===== config.mk =====
export PLATFORM = sky130hd
export DESIGN_NAME = addsub_serial
export DESIGN_NICKNAME = d
export VERILOG_FILES = /design/src/rtl/addsub_serial_pkg.sv /design/src/rtl/addsub_serial_chunk_adder.sv /design/src/rtl/addsub_serial.sv
export SDC_FILE = /design/constraint.sdc
export NUM_CORES = 1
export LEC_CHECK = 0
export CORE_MARGIN = 2
export CORE_UTILIZATION = 47
export CTS_BUF_LIST = sky130_fd_sc_hd__clkbuf_8
export DETAILED_ROUTE_END_ITERATION = 8
export HOLD_SLACK_MARGIN = 0.12
export PLACE_DENSITY = 0.84
export SYNTH_ARGS = -nofsm -noshare
export SYNTH_HDL_FRONTEND = slang
export SYNTH_SLANG_ARGS = --single-unit

===== constraint.sdc =====
create_clock -name clk -period 2.8 [get_ports clk]
set_input_delay 0.56 -clock clk [delete_from_list [all_inputs] [get_ports clk]]
set_output_delay 0.56 -clock clk [all_outputs]
set_load 0.02 [all_outputs]

===== src/rtl/addsub_serial_pkg.sv =====
// Shared definitions for the chunk-serial adder/subtractor: op codes,
// FSM state encoding and the index-counter width helper.
package addsub_serial_pkg;

  localparam logic OP_ADD = 1'b0;
  localparam logic OP_SUB = 1'b1;

  typedef enum logic {
    ST_IDLE = 1'b0,
    ST_RUN  = 1'b1
  } state_t;

  // Width of a counter that must hold 0..n-1; never narrower than one bit.
  function automatic int idx_width(input int n);
    return (n <= 1) ? 1 : $clog2(n);
  endfunction

endpackage


===== src/rtl/addsub_serial_chunk_adder.sv =====
// Gate-level full adder and the N-bit ripple adder built from it; the serial
// core reuses one chunk_adder every cycle.
module full_adder (
  output logic s,
  output logic co,
  input  logic a,
  input  logic b,
  input  logic ci
);
  logic w_axb;

  assign w_axb = a ^ b;
  assign s     = w_axb ^ ci;
  assign co    = (a & b) | (w_axb & ci);
endmodule

module chunk_adder #(
  parameter int N = 4
) (
  output logic [N-1:0] sum,
  output logic         cout,
  input  logic [N-1:0] a,
  input  logic [N-1:0] b,
  input  logic         cin
);
  logic [N:0] w_c;

  assign w_c[0] = cin;

  for (genvar i = 0; i < N; i++) begin : g_bit
    full_adder u_fa (
      .s  (sum[i]),
      .co (w_c[i+1]),
      .a  (a[i]),
      .b  (b[i]),
      .ci (w_c[i])
    );
  end

  assign cout = w_c[N];
endmodule


===== src/rtl/addsub_serial.sv =====
// Multi-cycle two's-complement adder/subtractor: CHUNK bits per clock, LSB
// chunk first, with one registered carry and a start/ready/done handshake.
module addsub_serial
  import addsub_serial_pkg::*;
#(
  parameter int WIDTH = 16,
  parameter int CHUNK = 4
) (
  input  logic             clk,
  input  logic             rst_n,
  input  logic             start,
  input  logic             op,
  input  logic [WIDTH-1:0] A,
  input  logic [WIDTH-1:0] B,
  output logic             ready,
  output logic             done,
  output logic [WIDTH-1:0] result,
  output logic             cout,
  output logic             overflow,
  output logic             zero,
  output logic             negative,
  output logic             dbg_state
);
  localparam int NCHUNK = WIDTH / CHUNK;
  localparam int IDXW   = idx_width(NCHUNK);

  if (WIDTH < 2 || CHUNK < 1 || CHUNK > WIDTH || (WIDTH % CHUNK) != 0) begin : g_bad_params
    $error("addsub_serial: illegal WIDTH/CHUNK combination");
  end

  // Handshake: a start is taken on a rising edge only while ready=1; done
  // pulses for one cycle with result/flags valid, and ready is high then too.
  state_t           r_state, w_state_next;
  logic [IDXW-1:0]  r_idx;
  logic             r_carry, r_a_msb, r_b_msb;
  logic [WIDTH-1:0] r_a, r_b, r_result, w_b_eff, w_result_next;
  logic [CHUNK-1:0] w_sum;
  logic             w_cout, w_last;
  logic             r_done, r_cout, r_overflow, r_zero, r_negative;

  for (genvar i = 0; i < WIDTH; i++) begin : g_inv
    assign w_b_eff[i] = B[i] ^ op;
  end

  chunk_adder #(.N(CHUNK)) u_chunk (
    .sum  (w_sum),
    .cout (w_cout),
    .a    (r_a[CHUNK-1:0]),
    .b    (r_b[CHUNK-1:0]),
    .cin  (r_carry)
  );

  // Result shifts in from the top so the first chunk lands at the LSB after NCHUNK steps.
  assign w_result_next = (r_result >> CHUNK) | (WIDTH'(w_sum) << (WIDTH - CHUNK));
  assign w_last        = (r_idx == IDXW'(NCHUNK - 1));

  always_comb begin
    w_state_next = r_state;
    case (r_state)
      ST_IDLE: if (start)  w_state_next = ST_RUN;
      ST_RUN:  if (w_last) w_state_next = ST_IDLE;
      default:             w_state_next = ST_IDLE;
    endcase
  end

  always_ff @(posedge clk or negedge rst_n) begin
    if (!rst_n) begin
      r_state    <= ST_IDLE;
      r_idx      <= '0;
      r_carry    <= 1'b0;
      r_a_msb    <= 1'b0;
      r_b_msb    <= 1'b0;
      r_a        <= '0;
      r_b        <= '0;
      r_result   <= '0;
      r_done     <= 1'b0;
      r_cout     <= 1'b0;
      r_overflow <= 1'b0;
      r_zero     <= 1'b0;
      r_negative <= 1'b0;
    end else begin
      r_state <= w_state_next;
      r_done  <= 1'b0;
      if (r_state == ST_IDLE && start) begin
        r_a     <= A;
        r_b     <= w_b_eff;
        r_carry <= op;
        r_a_msb <= A[WIDTH-1];
        r_b_msb <= w_b_eff[WIDTH-1];
        r_idx   <= '0;
      end else if (r_state == ST_RUN) begin
        r_a      <= r_a >> CHUNK;
        r_b      <= r_b >> CHUNK;
        r_carry  <= w_cout;
        r_result <= w_result_next;
        r_idx    <= r_idx + 1'b1;
        if (w_last) begin
          r_idx      <= '0;
          r_done     <= 1'b1;
          r_cout     <= w_cout;
          r_overflow <= ~(r_a_msb ^ r_b_msb) & (r_a_msb ^ w_result_next[WIDTH-1]);
          r_zero     <= (w_result_next == '0);
          r_negative <= w_result_next[WIDTH-1];
        end
      end
    end
  end

  assign ready     = (r_state == ST_IDLE);
  assign done      = r_done;
  assign result    = r_result;
  assign cout      = r_cout;
  assign overflow  = r_overflow;
  assign zero      = r_zero;
  assign negative  = r_negative;
  assign dbg_state = r_state;
endmodule


==> results.txt, run 1 <==
----------------------------------------------------
[Job]
  Max Cap Violations ... 0

[Layout]
  Fraction of final layout cells with drive strength greater than 1 ... 0.116
  Number of inserted diodes ... 0
  Combined flip-flop and latch cell area ... 1480 sq um
  Layout fillers ... 466
  Nets ... 339
  Footprint of the multi-input gates ... 1160 sq um
  Non-Filler Instances ... 374
  Area growth from synthesis to layout ... 29.0%

[Floorplanning]
  Die boundary width ... 80.8 um
  Standard-cell row count ... 27
  Total die area ... 6520 sq um
  Starting utilization of the core area ... 0.494
  Top Ports ... about 60
  Die height ... 80.8 um
  Floorplan Core Area ... roughly 5600 sq um

[Global route]
  Total congestion overflow ... 0
  Via count of the first global-routing pass ... ~1900
  Initial antenna violation count ... 0
  Global-route wire length before repair ... 8.92 mm
  All-Layer GR Usage ... 0.184
  Pin count of the biggest net entering global routing ... 60

[Timing]
  Setup violation total in the final timing report ... 0
  Maximum operating frequency ... 370 MHz
  Relative slew margins ... 0.602
  Period utilization ... 0.966
  Setup Total Neg Slack ... 0 ns
  Post-route minimum period ... 2.70 ns
  RSZ-0062 raised after global routing ... false
  Final count of hold timing violations ... 0
  Slew @ Worst Pin ... 0.598 ns
  Final setup skew ... 0.00661 ns
  Final slew viol count ... 0

[Clock network]
  Maximum level of the CTS H-tree ... 3
  Clock sinks ... 59
  Maximum number of buffers from clock root to sink ... 2
  Count of buffers added by post-CTS timing repair for setup ... 0
  Clock slew seen by the registers of the worst setup and hold paths ... 0.06 ns
  Cts bufs inserted ... 9
  Clock tree from TritonCTS ... built
  CTS root buf ... clkbuf_8
  Clock network latency to the later pin of the worst-skew pair ... 0.33 ns

[Routing]
  Average wire per standard cell ... between 10 and 15 um
  Vias per cell ... 5.11
  Vias post-DR ... approximately 1900
  Number of routed nets with antenna violations ... 0
  Post-detailed-routing wire length ... 5.49 mm
  Starting DRT DRC Count ... 100
  Number of iterations in the first detailed-routing pass ... 4
  Remaining DRCs ... 0

[Critical path]
  Kind of critical path ... flip-flop to flip-flop
  Setup slack, reg-to-reg ... 0.1 ns
  Reg2Reg Capture Point ... overflow
  Crit path to ... overflow
  First element of the critical path ... r_carry
  Startpoint types ... flip-flop
  Reg2reg start ... r_carry
  Required time at the worst-slack endpoint ... roughly 3 ns
  Largest fanout on the critical path ... 5
  Arrival @ worst endpoint ... 2.95 ns
  Sort of element at the end of the critical path ... flip-flop
  Cell depth of the worst flop-to-flop path ... 9

[Place]
  Port bufs ... 58
  Cell count after placement ... 359
  Post-DP HPWL ... roughly 3.7 mm
  Routability congestion estimate from global placement ... 0.782

[Synth]
  Portion of synthesized cell area occupied by the leading cell type ... 0.533
  Top cells by instance count after synthesis ... dfrtp_1, nand2_1, mux2i_1
  Flip-flop and latch count after synthesis ... 59
  Yosys warns ... 0
  Leading area contributor after synthesis ... dfrtp_1
  Cell with the most instances after synthesis ... dfrtp_1
  Post-synth ARST share ... 1.00
  Average size of a mapped cell ... ~12 sq um
  Prevailing post-synth register cell ... dfrtp_1
  Number of enable flip-flop cells after synthesis ... 0
  Distinct cells, synth ... 30
  Post-synthesis sequential area ratio ... 0.533
  Mapped Nets ... 281
  Gate count of the mapped netlist ... 240
  Area of the mapped netlist ... around 2800 sq um
  Dominant cells by area after synthesis ... dfrtp_1, mux2i_1, o21ai_1

[Run status]
  Result of the run ... finished, final reports clean

[Pwr]
  PD cells ... around 1100 nW/um^2
  Pleak ... between 1.5 and 2 nW
  Maximum vdd drop ... 0.000623 V

[Min path]
  Hold crit path type ... input port to asynchronous set/reset pin

----------------------------------------------------
cell usage in the layout (no fill, tap or decap), drive strengths merged, types with 7 or more instances in the layout:
| cell | instances |
|---|---|
| o21ai | 29 |
| xor2 | 12 |
| dfrtp | 59 |
| clkbuf | 11 |
| nand2 | 32 |
| buf | 7 |
| clkdlybuf4s50 | 56 |
| mux2 | 15 |
| inv | 11 |
| mux2i | 28 |
| nor2 | 10 |
layer usage:
layer | GRT usage | part of all wire | vias up
li1 | - | - | 930
met1 | 0.230 | 0.46 | 915
met2 | 0.303 | 0.48 | 60
met3 | 0.0522 | 0.046 | 5
met4 | 0.0746 | 0.013 | 0
met5 | 0 | 0 | -
repair_timing:
item | CTS | global route
hold buffers | 0 | 0
endpoints found under the setup margin | 0 | 2
gates resized for setup | 0 | 3
cell families (layout without fill, tap and decap cells):
logic type,after synthesis,in the layout,share of synthesized area
DFF,59,59,0.533
and+or+nand+nor,52,52,0.0809
muxes,43,43,0.162
AOI/OAI and AO/OA,40,40,0.0872
buffers and inverters,25,87,0.0528
xor gates and xnor gates,16,16,0.0506
adders and majority gates,5,5,0.0334
critical path: stages, from the launching register on:
cell     delay, ns
dfrtp_1       0.36
inv_1         0.09
fa_1          0.18
inv_1         0.06
fa_2          0.40
fa_1          0.43
inv_1         0.09
fa_2          0.47
or3_1         0.39
a31oi_1       0.16
final cells by class:
type	count	share of cell area
flip-flops and latches	59	0.413
clock inverters	4	0.0119
multi-input cells	156	0.324
inverters	9	0.00945
clock buffers	11	0.0424
repair buffers	63	0.174
well taps	72	0.0252
how the worst min path moves through the flow:
stage                     startpoint         to  slack (ns)
after floorplan                rst_n       cout        0.26
after global routing           rst_n  result[6]        0.25
after global placement        r_a[9]     r_a[5]        0.47
final                          rst_n  result[6]        0.22
after detailed placement     r_a[10]     r_a[6]        0.47
after CTS                      rst_n  result[6]        0.24
sequential cells by signal (all words and copies together) (netlist names), 2 cells and up:
name,flops
r_b,16
r_idx,2
r_a,16
result,16
power breakdown:
part           internal, mW  total [mW]  leakage, nW  switching [mW]
registers              1.22        1.51        0.743           0.289
clock network         0.447       0.762        0.108           0.316
logic                 0.754        1.53        0.765           0.777
total                  2.42        3.80         1.62            1.38
per-stage QoR:
stage	power [mW]	cell area (sq um)	setup slack, ns	util	hold WS [ns]
finish	3.80	3570	0.0961	0.637	0.224
global route	4.05	3570	0.00375	0.637	0.245
CTS	3.82	3560	0.0226	0.635	0.239
detailed placement	3.02	3370	0.0336	0.601	0.468
global placement	2.95	3370	0.135	0.601	0.467
floorplan	2.44	2770	0.206	-	0.264
(Power assumes the default switching activity.)
==> inputs of run 2 (changes only) <==
- REMOVE_ABC_BUFFERS: unset -> 1
==> results.txt, run 2 (synthesized netlist as in run 1, its figures left out) <==
----------------------------------------------------
[Timing]
  Setup violation total in the final timing report ... 0
  Post-route minimum period ... between 2 and 3 ns
  Period utilization ... 0.936
  Final slew viol count ... 0
  Hold Worst Slack ... between 0.2 and 0.25 ns
  Relative slew margins ... 0.479
  Final setup skew ... 0.0114 ns
  Slew @ Worst Pin ... 0.782 ns
  Maximum operating frequency ... 382 MHz
  RSZ-0062 raised after global routing ... false
  Final count of hold timing violations ... 0
  Fin worst setup slack ... 0.179 ns

[Clock network]
  Clock tree from TritonCTS ... built
  Maximum number of buffers from clock root to sink ... 2
  Maximum level of the CTS H-tree ... 3
  Clock slew seen by the registers of the worst setup and hold paths ... ~0.070 ns
  Clock network latency to the later pin of the worst-skew pair ... ~0.35 ns
  CTS root buf ... clkbuf_8
  Clock sinks ... 59
  Cts bufs inserted ... 9

[Critical path]
  Arrival @ worst endpoint ... 2.89 ns
  Startpoint types ... flip-flop
  Required time at the worst-slack endpoint ... 3.07 ns
  Reg2reg start ... r_b[0]
  Setup slack, reg-to-reg ... approximately 0.18 ns
  Reg2Reg Capture Point ... overflow
  Cell depth of the worst flop-to-flop path ... 9
  Kind of critical path ... flip-flop to flip-flop
  Sort of element at the end of the critical path ... flip-flop
  Largest fanout on the critical path ... 2
  First element of the critical path ... r_b[0]

[Routing]
  Metal3 WL ... 351 um
  Number of iterations in the first detailed-routing pass ... 4
  Average wire per standard cell ... 13.9 um
  Routed length on met2 ... 2.62 mm
  Post-detailed-routing wire length ... 5.22 mm
  Routed metal-1 wirelength ... 2.17 mm
  Vias per cell ... approximately 5.1
  Top routing layer in use ... met4
  Number of routed nets with antenna violations ... 0
  Vias post-DR ... 1931
  Remaining DRCs ... 0
  Starting DRT DRC Count ... 71

[Layout]
  Area growth from synthesis to layout ... 30.1%
  Nets ... 340
  Layout fillers ... between 400 and 500
  Most used cells in the layout excluding fill and tap cells ... dfrtp_1, clkdlybuf4s50_1, nand2_1
  Final core occ ... 0.643
  Fraction of final layout cells with drive strength greater than 1 ... 0.128
  Number of inserted diodes ... 0
  Leading cell type in the layout, fill and taps excluded ... dfrtp_1
  Non-Filler Instances ... 376

[Global route]
  All-Layer GR Usage ... 0.182
  Via count of the first global-routing pass ... 1886
  Initial antenna violation count ... 0
  Total congestion overflow ... 0
  Pin count of the biggest net entering global routing ... 81
  Global-route wire length before repair ... 8.77 mm

[Floorplanning]
  Die boundary width ... 80.8 um
  Top Ports ... 59
  Die height ... 80.8 um
  Total die area ... ~6500 sq um
  Starting utilization of the core area ... 0.494
  Standard-cell row count ... 27
  Floorplan Core Area ... 5610 sq um

[Place]
  Post-DP HPWL ... 3.64 mm
  Post-placement setup slack ... -0.00781 ns
  Routability congestion estimate from global placement ... 0.767
  Port bufs ... 58
  Cell count after placement ... about 360

[Job]
  Max Cap Violations ... 0

[Run status]
  Result of the run ... finished, final reports clean

[Pwr]
  Maximum vdd drop ... 0.000926 V
  Power after layout ... around 3.9 mW
  Pleak ... approximately 1.6 nW
  PD cells ... between 1000 and 1500 nW/um^2

[Min path]
  Hold crit path type ... input port to asynchronous set/reset pin

----------------------------------------------------
[run 2: cell count changes in the layout (fill, tap and decap cells not counted)]
cell / change
buf_4: +1
bufinv_16: +1
clkbuf_8: -1
clkinv_2: +1
clkinvlp_4: +1
fa_1: -1
fa_2: +1
inv_1: -2
inv_2: +1
nor4b_1: +1
nor4b_2: -1
[run 2: repair_timing]
item / in CTS / in global routing
endpoints found under the setup margin: 1 / 2
gates cloned: 0 / 0
hold buffers: 0 / 0
resized for setup: 1 / 3
buffers inserted: 1 / 0
pin swaps: 1 / 1
[run 2: power by group]
group / total, mW / switching (mW) / internal (mW)
logic: 1.56 / 0.800 / 0.763
clock network: 0.848 / 0.329 / 0.518
registers: 1.46 / 0.245 / 1.22
total: 3.87 / 1.37 / 2.50
[run 2: worst max-delay path: stages (launching register included)]
cell and delay [ns]:
dfrtp_1 0.39, inv_1 0.07, fa_1 0.16, inv_1 0.06
fa_2 0.40, fa_2 0.39, inv_1 0.09, fa_2 0.45
or3_1 0.38, a31oi_1 0.16
[run 2: worst max-delay path by stage]
stage / endpoint / slack, ns / cells after the start
after floorplan: ready / 0.04 / 1
after global placement: overflow / 0.14 / 9
after detailed placement: overflow / -0.008 / 9
after CTS: overflow / 0.03 / 9
after global routing: overflow / 0.02 / 9
final: overflow / 0.18 / 9
[run 2: cell type report]
class	instances	area, sq um	area share
Timing Repair Buffer	64	628	0.174
Tap cell	72	90.1	0.0250
Multi-Input combinational cell	156	1150	0.320
Inverter	9	33.8	0.00937
Clock inverter	6	81.3	0.0226
Sequential cell	59	1480	0.410
Clock buffer	10	138	0.0382
[run 2: routing by layer]
layer / vias up / track usage
met5: - / 0
met1: 925 / 0.216
met2: 67 / 0.299
met3: 9 / 0.0822
li1: 930 / -
met4: 0 / 0.0576
[run 2: metrics by stage]
step	cell area (sq um)	setup TNS (ns)
floorplan	2660	0
global placement	3370	0
detailed placement	3370	-0.00781
CTS	3600	0
global route	3600	0
finish	3600	0
==> inputs of run 3 (changes only) <==
- MAX_ROUTING_LAYER: unset -> met4
==> results.txt, run 3 (synthesized netlist as in run 1, its figures left out) <==
----------------------------------------------------
[Critical path]
  Kind of critical path ... flip-flop to flip-flop
  Category of cells accounting for the largest share of critical-path delay ... adder cells
  Arrival @ worst endpoint ... 2.89 ns
  Longest individual stage delay on the worst path ... 0.45 ns
  Sort of element at the end of the critical path ... flip-flop
  Required time at the worst-slack endpoint ... 3.07 ns
  Cell chain of the critical path ... inv_1 > fa_1 > inv_1 > fa_2 > fa_2 > inv_1 > fa_2 > or3_1 > a31oi_1
  Startpoint types ... flip-flop
  Largest fanout on the critical path ... 2
  CP max-delay cell ... fa_2
  Combined buffer and inverter count along the critical path ... 3

[Timing]
  Slew @ Worst Pin ... 0.796 ns
  Setup violation total in the final timing report ... 0
  Final count of hold timing violations ... 0
  Relative slew margins ... 0.469
  Post-route minimum period ... between 2 and 3 ns
  Maximum operating frequency ... 382 MHz
  Final slew viol count ... 0
  Final setup skew ... 0.0150 ns
  Period utilization ... 0.934
  RSZ-0062 raised after global routing ... false

[Layout]
  Combined flip-flop and latch cell area ... about 1500 sq um
  Area growth from synthesis to layout ... 30.1%
  Leading cell type in the layout, fill and taps excluded ... dfrtp_1
  Layout fillers ... roughly 470
  Fraction of final layout cells with drive strength greater than 1 ... 0.128
  Most used cells in the layout excluding fill and tap cells ... dfrtp_1, clkdlybuf4s50_1, nand2_1
  Nets ... 340
  Non-Filler Instances ... 376
  Number of inserted diodes ... 0
  Final design instance area without fill ... 3600 sq um
  Footprint of the multi-input gates ... 1150 sq um

[Job]
  Max Cap Violations ... 0

[Routing]
  Number of routed nets with antenna violations ... 0
  Number of iterations in the first detailed-routing pass ... 4
  Post-detailed-routing wire length ... 5.24 mm
  Average wire per standard cell ... 13.9 um
  Vias per cell ... about 5.1
  Vias post-DR ... between 1500 and 2000
  Remaining DRCs ... 0
  Starting DRT DRC Count ... 85

[Floorplanning]
  Floorplan Core Area ... 5610 sq um
  Die height ... 80.8 um
  Die boundary width ... 80.8 um
  Top Ports ... 59
  Standard-cell row count ... 27
  Starting utilization of the core area ... 0.494
  Total die area ... 6520 sq um

[Global route]
  All-Layer GR Usage ... 0.189
  Via count of the first global-routing pass ... 1884
  Initial antenna violation count ... 0
  Total congestion overflow ... 0
  Global-route wire length before repair ... 8.80 mm
  Pin count of the biggest net entering global routing ... 81

[Run status]
  Result of the run ... finished, final reports clean

[Clock network]
  Post-CTS Hold Buffers ... 0
  Clock network latency to the later pin of the worst-skew pair ... 0.35 ns
  Clock slew seen by the registers of the worst setup and hold paths ... 0.07 ns
  Maximum number of buffers from clock root to sink ... 2
  Cts bufs inserted ... 9
  Clock sinks ... 59
  Clock tree from TritonCTS ... built
  Maximum level of the CTS H-tree ... 3
  CTS root buf ... clkbuf_8

[Place]
  Dpl cell area ... 3370 sq um
  Port bufs ... 58
  Routability congestion estimate from global placement ... 0.778
  Cell count after placement ... between 300 and 400
  Post-DP HPWL ... 3.64 mm

[Pwr]
  Maximum vdd drop ... 0.000933 V
  PD cells ... approximately 1100 nW/um^2
  Pleak ... ~1.6 nW

[Min path]
  Hold crit path type ... input port to asynchronous set/reset pin

----------------------------------------------------
[run 3: cell counts in the layout (fill, tap and decap cells not counted)]
No cell type changed its count.
[run 3: path summary, 6_finish.rpt]
check	startpoint	slack (ns)	endpoint	cells past startpoint
min in group clk	result[2]	0.49	result[2]	1
min	rst_n	0.21	r_a[15]	1
min reg2reg	result[2]	0.49	result[2]	1
max in group asynchronous	rst_n	1.90	r_a[6]	2
max reg2reg	r_a[0]	0.18	overflow	9
max	r_a[0]	0.18	overflow	9
[run 3: per-layer routing]
metal  track usage  up-vias  share of wire
met1         0.218      924           0.42
met5             -        -              0
met3        0.0889        8          0.069
met2         0.298       60           0.50
met4        0.0525        0          0.011
li1              -      932              -
[run 3: layout make-up]
cell class / count / area share
clock inverters: 6 / 0.0226
well taps: 72 / 0.0250
inverters: 9 / 0.00937
clock buffers: 10 / 0.0382
flip-flops and latches: 59 / 0.410
repair buffers: 64 / 0.174
multi-input cells: 156 / 0.320
[run 3: report_power, final]
group	switching, mW	internal [mW]
Combinational	0.802	0.763
Sequential	0.246	1.22
Clock	0.327	0.518
Total	1.38	2.50
[run 3: timing repair]
item,in CTS,in global routing
setup endpoints to repair,1,2
pin swaps,1,1
gates resized for setup,1,3
setup buffers,1,0
[run 3: through the flow]
step | setup WS (ns) | power, mW | TNS, ns | hold WS, ns | utilization
6_report | 0.184 | 3.88 | 0 | 0.213 | 0.643
3_3_place_gp | 0.138 | 2.94 | 0 | 0.466 | 0.601
2_1_floorplan | 0.0365 | 2.37 | 0 | 0.264 | -
3_5_place_dp | -0.00781 | 3.02 | -0.00781 | 0.473 | 0.601
5_1_grt | 0.0238 | 4.16 | 0 | 0.228 | 0.643
4_1_cts | 0.0342 | 3.91 | 0 | 0.226 | 0.642
